[config.mk]
export PLATFORM = sky130hd
export DESIGN_NAME = fproc_arbiter
export DESIGN_NICKNAME = d
export VERILOG_FILES = /design/src/rtl/fproc_arbiter.sv
export SDC_FILE = /design/constraint.sdc
export NUM_CORES = 1
export LEC_CHECK = 0
export CAP_MARGIN = 10
export CORE_MARGIN = 5
export CORE_UTILIZATION = 46
export DETAILED_ROUTE_END_ITERATION = 6
export GPL_ROUTABILITY_DRIVEN = 0
export GPL_TIMING_DRIVEN = 0
export PLACE_DENSITY = 0.78
export SYNTH_ARGS = -nofsm -noshare
export SYNTH_HDL_FRONTEND = slang
export SYNTH_SLANG_ARGS = --single-unit
[constraint.sdc]
create_clock -name clk -period 2 [get_ports clk]
set_clock_uncertainty 0.05 [all_clocks]
set_input_delay 0.3 -clock clk [delete_from_list [all_inputs] [get_ports clk]]
set_output_delay 0.3 -clock clk [all_outputs]
set_load 0.01 [all_outputs]
[src/rtl/fproc_arbiter.sv]
// fproc_arbiter: shares one fproc port between N_CORES proc cores.
// Requests are latched per core and granted round-robin, one transaction at a time.
// Each response goes back to the core that asked for it as a one-cycle enable pulse.
module fproc_arbiter #(
    parameter int unsigned  N_CORES    = 4,
    parameter int unsigned  ID_WIDTH   = 8,
    parameter int unsigned  DATA_WIDTH = 32,
    localparam int unsigned CORE_W     = $clog2(N_CORES)
) (
    input  logic                           clk,
    input  logic                           reset,
    input  logic [N_CORES-1:0]             core_fproc_en,
    input  logic [N_CORES*ID_WIDTH-1:0]    core_fproc_id,
    output logic [N_CORES-1:0]             core_fproc_enable,
    output logic [DATA_WIDTH-1:0]          core_fproc_data,
    output logic                           fproc_req_valid,
    output logic [ID_WIDTH-1:0]            fproc_req_id,
    output logic [CORE_W-1:0]              fproc_req_core,
    input  logic                           fproc_req_ready,
    input  logic                           fproc_resp_valid,
    input  logic [DATA_WIDTH-1:0]          fproc_resp_data,
    output logic                           busy,
    output logic [1:0]                     err
);

    typedef enum logic [1:0] {
        S_IDLE = 2'd0,
        S_REQ  = 2'd1,
        S_WAIT = 2'd2,
        S_DONE = 2'd3
    } state_t;

    localparam logic [CORE_W:0]   N_CORES_X = (CORE_W+1)'(N_CORES);
    localparam logic [CORE_W-1:0] LAST_CORE = CORE_W'(N_CORES - 1);

    state_t                state;
    logic [N_CORES-1:0]    pending;
    logic [ID_WIDTH-1:0]   id_q [N_CORES];
    logic [CORE_W-1:0]     rr_ptr;
    logic [CORE_W-1:0]     gnt_core;
    logic                  err_dup;
    logic                  err_resp;

    logic                  sel_found;
    logic [CORE_W-1:0]     sel_core;
    logic [CORE_W:0]       cand_sum;
    logic [N_CORES-1:0]    done_clr_c;

    assign fproc_req_core = gnt_core;
    assign err            = {err_resp, err_dup};

    // Pending bit of the core being completed, cleared on the DONE edge
    always_comb begin
        done_clr_c = '0;
        if (state == S_DONE) begin
            done_clr_c[gnt_core] = 1'b1;
        end
    end

    // Round-robin pick: first pending core at or after rr_ptr, wrapping upward
    always_comb begin
        sel_found = 1'b0;
        sel_core  = '0;
        cand_sum  = '0;
        for (int unsigned i = 0; i < N_CORES; i++) begin
            cand_sum = {1'b0, rr_ptr} + (CORE_W+1)'(i);
            if (cand_sum >= N_CORES_X) begin
                cand_sum = cand_sum - N_CORES_X;
            end
            if (!sel_found && pending[cand_sum[CORE_W-1:0]]) begin
                sel_found = 1'b1;
                sel_core  = cand_sum[CORE_W-1:0];
            end
        end
    end

    // Request capture; a new pulse from the completing core beats its own clear
    always_ff @(posedge clk or negedge reset) begin
        if (!reset) begin
            pending <= '0;
            err_dup <= 1'b0;
            for (int unsigned k = 0; k < N_CORES; k++) begin
                id_q[k] <= '0;
            end
        end else begin
            for (int unsigned k = 0; k < N_CORES; k++) begin
                if (core_fproc_en[k]) begin
                    if (!pending[k] || done_clr_c[k]) begin
                        pending[k] <= 1'b1;
                        id_q[k]    <= core_fproc_id[k*ID_WIDTH +: ID_WIDTH];
                    end else begin
                        err_dup <= 1'b1;
                    end
                end else if (done_clr_c[k]) begin
                    pending[k] <= 1'b0;
                end
            end
        end
    end

    // Transaction sequencer: grant, hand off to fproc, collect response, notify core
    always_ff @(posedge clk or negedge reset) begin
        if (!reset) begin
            state             <= S_IDLE;
            rr_ptr            <= '0;
            gnt_core          <= '0;
            fproc_req_valid   <= 1'b0;
            fproc_req_id      <= '0;
            core_fproc_enable <= '0;
            core_fproc_data   <= '0;
            busy              <= 1'b0;
            err_resp          <= 1'b0;
        end else begin
            core_fproc_enable <= '0;
            if (fproc_resp_valid && (state != S_WAIT)) begin
                err_resp <= 1'b1;
            end
            case (state)
                S_IDLE: begin
                    if (sel_found) begin
                        gnt_core        <= sel_core;
                        fproc_req_id    <= id_q[sel_core];
                        fproc_req_valid <= 1'b1;
                        busy            <= 1'b1;
                        state           <= S_REQ;
                    end
                end
                S_REQ: begin
                    if (fproc_req_ready) begin
                        fproc_req_valid <= 1'b0;
                        state           <= S_WAIT;
                    end
                end
                S_WAIT: begin
                    if (fproc_resp_valid) begin
                        core_fproc_data             <= fproc_resp_data;
                        core_fproc_enable[gnt_core] <= 1'b1;
                        state                       <= S_DONE;
                    end
                end
                S_DONE: begin
                    rr_ptr <= (gnt_core == LAST_CORE) ? '0 : gnt_core + CORE_W'(1);
                    busy   <= 1'b0;
                    state  <= S_IDLE;
                end
                default: begin
                    fproc_req_valid <= 1'b0;
                    busy            <= 1'b0;
                    state           <= S_IDLE;
                end
            endcase
        end
    end

endmodule

==> results of run 1 <==
==> registers in the layout, summed over array words and instances (netlist names) <==
register and count:
core_fproc_data 32, id_q 32, fproc_req_id 8, core_fproc_enable 4
pending 4, fproc_req_core 2, rr_ptr 2, state 2
busy 1, err_dup 1, err_resp 1, fproc_req_valid 1
==> cells by family after synthesis <==
family | synth area share
mux | 0.240
buf+inv | 0.0244
simple gates | 0.0592
fa+ha+maj | 0.0263
flops | 0.592
compound gates | 0.0576
==> power by group <==
part	switching, mW	total [mW]	internal, mW
Sequential	0.497	3.16	2.67
Combinational	1.46	3.58	2.12
Clock	0.601	1.18	0.574
Total	2.55	7.92	5.36
==> worst max-delay path: cells and delay by family, from the launching register on <==
kind	cells	cell delay [ns]
AND/OR/NAND/NOR	1	0.14
buffers and inverters	1	0.22
adder cells (fa/ha/maj)	1	0.31
flip-flops	1	0.43
AO/OA/AOI/OAI	1	0.25
multiplexers	1	0.35
==> placed cells by master, fill, tap and decap left out, types with 5 or more instances in the layout <==
master,count
buf_2,8
clkbuf_8,9
clkdlybuf4s50_1,120
dfrtp_1,89
ha_1,8
inv_1,5
mux2_2,63
mux2i_1,17
nand2_1,15
nand2b_1,7
o221ai_1,8
==> per-stage QoR <==
stage	hold WS, ns	TNS [ns]	total power [mW]	cell area (sq um)	worst slack (ns)
finish	0.388	0	7.92	5370	0.125
global route	0.416	0	8.47	5370	0.0211
CTS	0.381	0	8.01	5370	0.119
detailed placement	0.227	0	6.83	5170	0.138
global placement	0.411	-234.64	6.67	5140	-2.61
floorplan	-0.0456	0	5.20	3800	0.307
==> worst max-delay path by stage <==
stage                                              from                    to  slack [ns]
after floorplan           fproc_req_core[0]$_DFFE_PN0P_  id_q[10]$_DFFE_PN0P_        0.31
after global placement                            reset  id_q[17]$_DFFE_PN0P_       -2.61
after detailed placement  fproc_req_core[0]$_DFFE_PN0P_  id_q[10]$_DFFE_PN0P_        0.14
after CTS                 fproc_req_core[0]$_DFFE_PN0P_  id_q[10]$_DFFE_PN0P_        0.12
after global routing               state[0]$_DFFE_PN0P_  id_q[19]$_DFFE_PN0P_        0.02
final                              state[0]$_DFFE_PN0P_  id_q[22]$_DFFE_PN0P_        0.13
==> metal layers <==
metal  global-route usage  up-vias
met2                0.281      110
met3               0.0388        6
met4               0.0613        0
met5                    0        -
met1                0.231     1225
li1                     -     1220
==> layout make-up <==
type,count,area share
flip-flops and latches,90,0.420
multi-input cells,161,0.272
repair buffers,123,0.232
clock buffers,11,0.0245
well taps,105,0.0245
plain buffers,12,0.0137
clock inverters,5,0.0102
inverters,5,0.00349
==> repair_timing <==
item,in CTS,in global routing
endpoints found under the setup margin,0,12
hold buffers,1,0
resized for setup,0,2
hold endpoints to repair,32,0
==> flow_summary.toml, run 1 <==
[synthesis]
yosysSeqAreaShare = 0.592
avgSynthCellArea_sq_um = 14.2
syn_nets = 348
synth_seq_cells = 90
ys_warn_count = 0
synth.top_cell.area_share = 0.592
synth_cells = 268
syn_area_sq_um = 3800
yosysMostFrequentCell = "dfrtp_1"
synth_ff_type = "dfrtp_1"
synth_area_leaders = "dfrtp_1 (59%), mux2_2 (19%), mux2i_1 (4.5%), ha_1 (2.6%), o221ai_1 (1.8%)"
synth_edf_count = 0
ys_types = 33
ys_async_sr_fraction = 1.00
netlist_top_cells_count = "dfrtp_1 (90), mux2_2 (63), mux2i_1 (17)"
synth_top_area_cell = "dfrtp_1"

[critical_path]
worst_setup_path_end_kind = "register"
crit_chain = "ha_1 > a21boi_1 > nand2b_1 > buf_2 > mux2_2"
reg2reg_from = "state[0]$_DFFE_PN0P_"
arrival_ns = 2.06
cp-start-kind = "register"
r2r_cells = 5
path_class = "register to register"
critical_path_required_ns = 2.19
r2r_slack_ns = 0.13
critPathMaxFanout = 8
critPathSlowestCell = "dfrtp_1"
crit_path_max_incr_delay_ns = 0.43
r2r-end = "id_q[22]$_DFFE_PN0P_"

[finish]
antenna_cells = 0
areaGrowthSynthToFinish_pct = 41.3
postLayoutCoreUtil = 0.660
nets = 482
fillers = 619
drive_above_1_share = 0.248
instances_no_fill = 512
register_area_sq_um = 2250
multi_input_area_sq_um = 1460

[clock_tree]
htreeDepth = 3
insertion_delay_ns = 0.35
numClockSinks = 90
path_clk_slew_ns = 0.09
cts-root-buf = "clkbuf_8"
clock_path_buffers = 2
cts_tree = "done"
numCtsBuffers = 9
cts_setup_buffers = 0

[timing]
setup_viol_count_final = 0
timing.fmax_mhz = 533
post-route-period-util = 0.937
finalHoldViolCount = 0
slew_viol_final = 0
rsz0062_at_grt = "no"
tightest_slew_ns = 0.514
slew_headroom = 0.654
finalCriticalPeriod_ns = 1.87

[power]
p_leak_nw = 2.31
ir_drop_mv = 0.808
p_per_area_nw_per_um2 = 1470

[grt]
grt_util_all_layers = 0.174
grt_max_degree = 59
antenna_found_initial = 0
grt-ovfl-total = 0
grt_pass1_vias = 2745
grt_pass1_wl_um = 13800

[drt]
wl_met1_um = 3650
routedWlPerCell_um = 16.5
routed_wl_um = 8440
routed_via_density = 5.00
num_vias = 2561
ant_nets = 0
drc = 0
met3WireLength_um = 714
dr.max_layer_used = "met4"
drtIter0Drc = 79
met2_length_um = 3990
first_pass_iters = 4

[place]
port-buffer-count = 121
dpl.hpwl_um = 6470
place_inst = 495

[floorplanning]
coreArea_sq_um = 8130
start_util = 0.467
io_pins = 122
dieArea_sq_um = 10200
rows = 33
die_w_um = 101
dieHeight_um = 101

[worst_hold_path]
hold_class = "input pin to async pin"

[outcome]
outcome = "finished, final reports clean"

[job]
maxCapViolations = 0
(Power assumes the default switching activity.)
==> run 2, diff against run 1 <==
--- a/config.mk
+++ b/config.mk
@@ -6,8 +6,10 @@
 export NUM_CORES = 1
 export LEC_CHECK = 0
 export CAP_MARGIN = 10
+export CELL_PAD_IN_SITES_DETAIL_PLACEMENT = 0
+export CELL_PAD_IN_SITES_GLOBAL_PLACEMENT = 1
 export CORE_MARGIN = 5
-export CORE_UTILIZATION = 46
+export CORE_UTILIZATION = 37
 export DETAILED_ROUTE_END_ITERATION = 6
 export GPL_ROUTABILITY_DRIVEN = 0
 export GPL_TIMING_DRIVEN = 0
==> run 2 against run 1 <==
First-iteration DRC count is 35% lower. Hold slack improved by 0.0039 ns. Combinational power about the same. Maximum frequency grew 0.76%. Worst setup slack improved by 0.014 ns. Sequential power about the same. Utilization shrank 13 points. Power up 0.87%. Highest routed layer unchanged. Sequential share of layout area shrank 0.50 points. Critical path type unchanged. Flip-flop and latch count stayed put. Die area rose by 22%. Routed wire length increased by 0.97%.
==> flow_summary.toml, run 2 (synthesis results as in run 1) <==
[critical_path]
arrival_ns = 2.04
critPathSlowestCell = "dfrtp_1"
worst_setup_path_end_kind = "register"
crit_chain = "ha_1 > a21boi_1 > nand2b_1 > buf_2 > mux2_2"
crit_family = "flip-flops"
path_class = "register to register"
crit_path_max_incr_delay_ns = 0.42
critical_path_required_ns = 2.18
critPathMaxFanout = 8
crit_cells = 5
r2r_cells = 5
cp-start-kind = "register"
crit_buf_inv = 1

[drt]
drtIter0Drc = 51
routed_via_density = 4.69
ant_nets = 0
routed_wl_um = 8530
routedWlPerCell_um = 15.7
num_vias = 2546
first_pass_iters = 4
drc = 0

[floorplanning]
io_pins = 122
dieArea_sq_um = 12400
dieHeight_um = 111
start_util = 0.373
die_w_um = 111
rows = 37
coreArea_sq_um = 10200

[place]
port-buffer-count = 121
dpl.hpwl_um = 6460

[clock_tree]
htreeDepth = 3
numCtsBuffers = 9
numClockSinks = 90
cts_tree = "done"
insertion_delay_ns = 0.34
clock_path_buffers = 2
cts-root-buf = "clkbuf_8"
cts_setup_buffers = 0
path_clk_slew_ns = 0.09

[worst_hold_path]
hold_class = "input pin to async pin"

[timing]
rsz0062_at_grt = "no"
finalCriticalPeriod_ns = 1.86
setup_viol_count_final = 0
slew_headroom = 0.670
whs_ns = 0.392
timing.fmax_mhz = 538
post-route-period-util = 0.930
slew_viol_final = 0
finalHoldViolCount = 0
tightest_slew_ns = 0.496

[power]
ir_drop_mv = 0.619
power_switching_mw = 2.58
switching_share = 0.323
combPwrFrac = 0.447
pwr-share-clk = 0.158
p_leak_nw = 2.33
p_per_area_nw_per_um2 = 1470
p_total_mw = 7.99
p_int_mw = 5.41
p_seq_frac = 0.395

[finish]
areaGrowthSynthToFinish_pct = 43.0
final_cell_mix = "clkdlybuf4s50_1 (120), dfrtp_1 (89), mux2_2 (63), mux2i_1 (17), nand2_1 (15)"
mostFrequentLayoutCell = "clkdlybuf4s50_1"
top_regs = "core_fproc_data (32), id_q (32), fproc_req_id (8)"
drive_above_1_share = 0.251
nets = 482
antenna_cells = 0

[grt]
grt_pass1_wl_um = 13900
grt-ovfl-total = 0
grt_util_all_layers = 0.139
grt_pass1_vias = 2762
grt_max_degree = 55
antenna_found_initial = 0

[job]
maxCapViolations = 0

[outcome]
outcome = "finished, final reports clean"
run 2: changes by cell type in the layout (fill, tap and decap cells not counted), sizes merged:
cell	previous run	this run
clkinv	2	1
inv	5	6
run 2: routing by layer:
| layer | global-route usage | wire [um] | vias to the layer above |
|---|---|---|---|
| met3 | 0.0386 | 474 | 9 |
| met5 | 0 | 0 | - |
| met1 | 0.181 | 3750 | 1244 |
| li1 | - | - | 1220 |
| met2 | 0.230 | 4210 | 73 |
| met4 | 0.0365 | 89 | 0 |
run 2: timing repair:
action,in CTS,in global routing
gates resized for setup,0,3
endpoints found under the setup margin,0,28
hold endpoints to repair,36,0
hold buffers,1,0
run 2: power by group through the flow:
stage | sequential (mW) | clock (mW) | combinational [mW]
6_report | 3.15 | 1.27 | 3.57
5_1_grt | 3.28 | 1.39 | 3.90
4_1_cts | 3.15 | 1.33 | 3.66
3_5_place_dp | 3.19 | 0 | 3.64
3_3_place_gp | 3.16 | 0 | 3.58
2_1_floorplan | 3.30 | 0 | 1.90
run 2: final cells by class:
type	instances	area (sq um)
clock buffer	11	141
timing repair buffer	123	1250
clock inverter	5	62.6
tap	136	170
fill	901	4750
sequential	90	2250
buffer	12	73.8
inverter	5	18.8
multi-input combinational	161	1470
run 2: final timing paths:
| kind | start | end | slack [ns] |
|---|---|---|---|
| max | state[0]$_DFFE_PN0P_ | id_q[25]$_DFFE_PN0P_ | 0.14 |
| min | reset | core_fproc_data[2]$_DFFE_PN0P_ | 0.39 |
| max reg2reg | state[0]$_DFFE_PN0P_ | id_q[25]$_DFFE_PN0P_ | 0.14 |
| min reg2reg | err_resp$_DFFE_PN0P_ | err_resp$_DFFE_PN0P_ | 0.44 |
| max in group asynchronous | reset | core_fproc_data[13]$_DFFE_PN0P_ | 0.86 |
| min in group clk | err_resp$_DFFE_PN0P_ | err_resp$_DFFE_PN0P_ | 0.44 |
run 2: per-stage QoR:
step | std cells | TNS [ns] | instance area, sq um | utilization | worst slack [ns]
2_1_floorplan | 268 | 0 | 3800 | - | 0.307
4_1_cts | 543 | 0 | 5420 | 0.532 | 0.0300
3_5_place_dp | 526 | 0 | 5210 | 0.511 | 0.0504
3_3_place_gp | 525 | -245.60 | 5180 | 0.509 | -2.73
6_report | 543 | 0 | 5440 | 0.534 | 0.140
5_1_grt | 543 | 0 | 5440 | 0.534 | 0.0295
run 2: worst reg2reg max path, delay by kind of cell, from the launching register on:
family | cells | cell delay, ns
flip-flops | 1 | 0.42
multiplexers | 1 | 0.36
adder cells (fa/ha/maj) | 1 | 0.31
AO/OA/AOI/OAI | 1 | 0.25
buffers and inverters | 1 | 0.22
AND/OR/NAND/NOR | 1 | 0.14
==> run 3, diff against run 2 <==
--- a/config.mk
+++ b/config.mk
@@ -6,14 +6,14 @@
 export NUM_CORES = 1
 export LEC_CHECK = 0
 export CAP_MARGIN = 10
-export CELL_PAD_IN_SITES_DETAIL_PLACEMENT = 0
+export CELL_PAD_IN_SITES_DETAIL_PLACEMENT = 1
 export CELL_PAD_IN_SITES_GLOBAL_PLACEMENT = 1
 export CORE_MARGIN = 5
 export CORE_UTILIZATION = 37
 export DETAILED_ROUTE_END_ITERATION = 6
-export GPL_ROUTABILITY_DRIVEN = 0
 export GPL_TIMING_DRIVEN = 0
 export PLACE_DENSITY = 0.78
+export RECOVER_POWER = 25
 export SYNTH_ARGS = -nofsm -noshare
 export SYNTH_HDL_FRONTEND = slang
 export SYNTH_SLANG_ARGS = --single-unit
==> run 3 against run 2 <==
Routed wire length rose by 10%. Register-to-register slack got worse by 0.07 ns. Die area unchanged. Non-clock buffer count unchanged. Power is 3.9% higher. Sequential power is essentially flat. Critical path depth did not move. Utilization rose by 0.14 points. Hold slack better by 0.046 ns. Largest power group unchanged. Highest routed layer unchanged.
==> flow_summary.toml, run 3 (synthesis results as in run 1) <==
[clock_tree]
cts-root-buf = "clkbuf_8"
htreeDepth = 3
numCtsBuffers = 9
path_clk_slew_ns = 0.08
numClockSinks = 90
clock_path_buffers = 2
cts_tree = "done"
cts_setup_buffers = 0
insertion_delay_ns = 0.34

[finish]
fillers = 1048
top_regs = "core_fproc_data (32), id_q (32), fproc_req_id (8)"
register_area_sq_um = 2250
drive_above_1_share = 0.246
antenna_cells = 0
mostFrequentLayoutCell = "clkdlybuf4s50_1"
nets = 482
areaGrowthSynthToFinish_pct = 43.3
final_cell_mix = "clkdlybuf4s50_1 (120), dfrtp_1 (89), mux2_2 (63), mux2i_1 (17), nand2_1 (15)"
multi_input_area_sq_um = 1470

[grt]
gr-usage-met2 = 0.271
grt_pass1_vias = 3003
antenna_found_initial = 0
grt-ovfl-total = 0
use_met1 = 0.194
grt_pass1_wl_um = 15600
top_usage_layer = "met2"
grt_util_all_layers = 0.157
grt_max_degree = 55
met3_usage = 0.0505

[floorplanning]
start_util = 0.373
io_pins = 122
die_w_um = 111
rows = 37
dieHeight_um = 111
dieArea_sq_um = 12400
coreArea_sq_um = 10200

[drt]
routedWlPerCell_um = 17.4
routed_via_density = 4.86
routed_wl_um = 9420
ant_nets = 0
drc = 0
drtIter0Drc = 28
first_pass_iters = 4
num_vias = 2635

[critical_path]
r2r-end = "id_q[1]$_DFFE_PN0P_"
cp-start-kind = "register"
arrival_ns = 2.10
reg2reg_from = "state[0]$_DFFE_PN0P_"
timing.critical_path.from = "state[0]$_DFFE_PN0P_"
critical_path_required_ns = 2.18
critPathMaxFanout = 8
critPathCapture = "id_q[1]$_DFFE_PN0P_"
r2r_cells = 5
r2r_slack_ns = 0.07
worst_setup_path_end_kind = "register"
path_class = "register to register"

[timing]
tightest_slew_ns = 0.907
whs_ns = 0.438
slew_headroom = 0.395
fin_ws_ns = 0.0736
finalHoldViolCount = 0
timing.fmax_mhz = 519
final.setup.tns_ns = 0
slew_viol_final = 0
post-route-period-util = 0.963
setup_viol_count_final = 0
rsz0062_at_grt = "yes"
finalCriticalPeriod_ns = 1.93

[place]
dpl.hpwl_um = 7240
port-buffer-count = 121
place.gp.congestion = 0.750
dp_slack_ns = 0.0528

[power]
p_leak_nw = 2.35
ir_drop_mv = 0.602
p_per_area_nw_per_um2 = 1520
p_total_mw = 8.30

[worst_hold_path]
hold_class = "register to register"

[outcome]
outcome = "finished, final reports clean"

[job]
maxCapViolations = 0
==> run 3: cell count changes in the layout (fill, tap and decap cells not counted) <==
cell	previous run	this run
a21boi_1	3	4
clkinv_4	1	0
clkinvlp_4	2	0
buf_16	1	0
a21boi_2	1	0
buf_6	1	2
clkbuf_2	0	1
buf_4	4	3
bufinv_16	1	3
==> run 3: worst min path at each step <==
stage                         startpoint                              to  slack, ns  cells after the start
global placement    err_resp$_DFFE_PN0P_            err_resp$_DFFE_PN0P_       0.41                      1
floorplan                          reset                busy$_DFFE_PN0P_      -0.05                      0
finish              err_resp$_DFFE_PN0P_            err_resp$_DFFE_PN0P_       0.44                      1
detailed placement                 reset  core_fproc_data[2]$_DFFE_PN0P_       0.25                      1
global route        err_resp$_DFFE_PN0P_            err_resp$_DFFE_PN0P_       0.47                      1
CTS                                reset  core_fproc_data[2]$_DFFE_PN0P_       0.40                      2
==> run 3: per-layer routing <==
layer	part of all wire	up-vias
li1	-	1215
met1	0.42	1335
met2	0.52	79
met3	0.057	6
met4	0.0087	0
met5	0	-
==> run 3: cell type report <==
| cell class | count | share of cell area |
|---|---|---|
| Buffer | 12 | 0.0135 |
| Clock buffer | 11 | 0.0259 |
| Clock inverter | 4 | 0.0181 |
| Inverter | 5 | 0.00344 |
| Multi-Input combinational cell | 161 | 0.269 |
| Sequential cell | 90 | 0.413 |
| Tap cell | 136 | 0.0312 |
| Timing Repair Buffer | 123 | 0.225 |
==> run 3: what timing repair did <==
item,in CTS,in global routing
endpoints found under the setup margin,0,32
hold buffers,1,0
hold endpoints to repair,36,0
resized for setup,0,2
==> run 3: worst max-delay path: stages (launching register included) <==
cell and delay (ns):
dfrtp_1 0.42, ha_1 0.31, a21boi_1 0.27, nand2b_1 0.14, buf_2 0.24, mux2_2 0.38
==> run 3: power by group <==
group / internal, mW / switching (mW) / total (mW)
clock network: 0.864 / 0.625 / 1.49
logic: 2.12 / 1.52 / 3.64
registers: 2.67 / 0.502 / 3.17
total: 5.65 / 2.65 / 8.30
==> run 3: metrics by stage <==
stage / util / cell area, sq um / std cells
2_1_floorplan: - / 3800 / 268
3_5_place_dp: 0.511 / 5210 / 526
3_3_place_gp: 0.509 / 5180 / 525
6_report: 0.535 / 5450 / 542
5_1_grt: 0.535 / 5450 / 542
4_1_cts: 0.536 / 5460 / 542
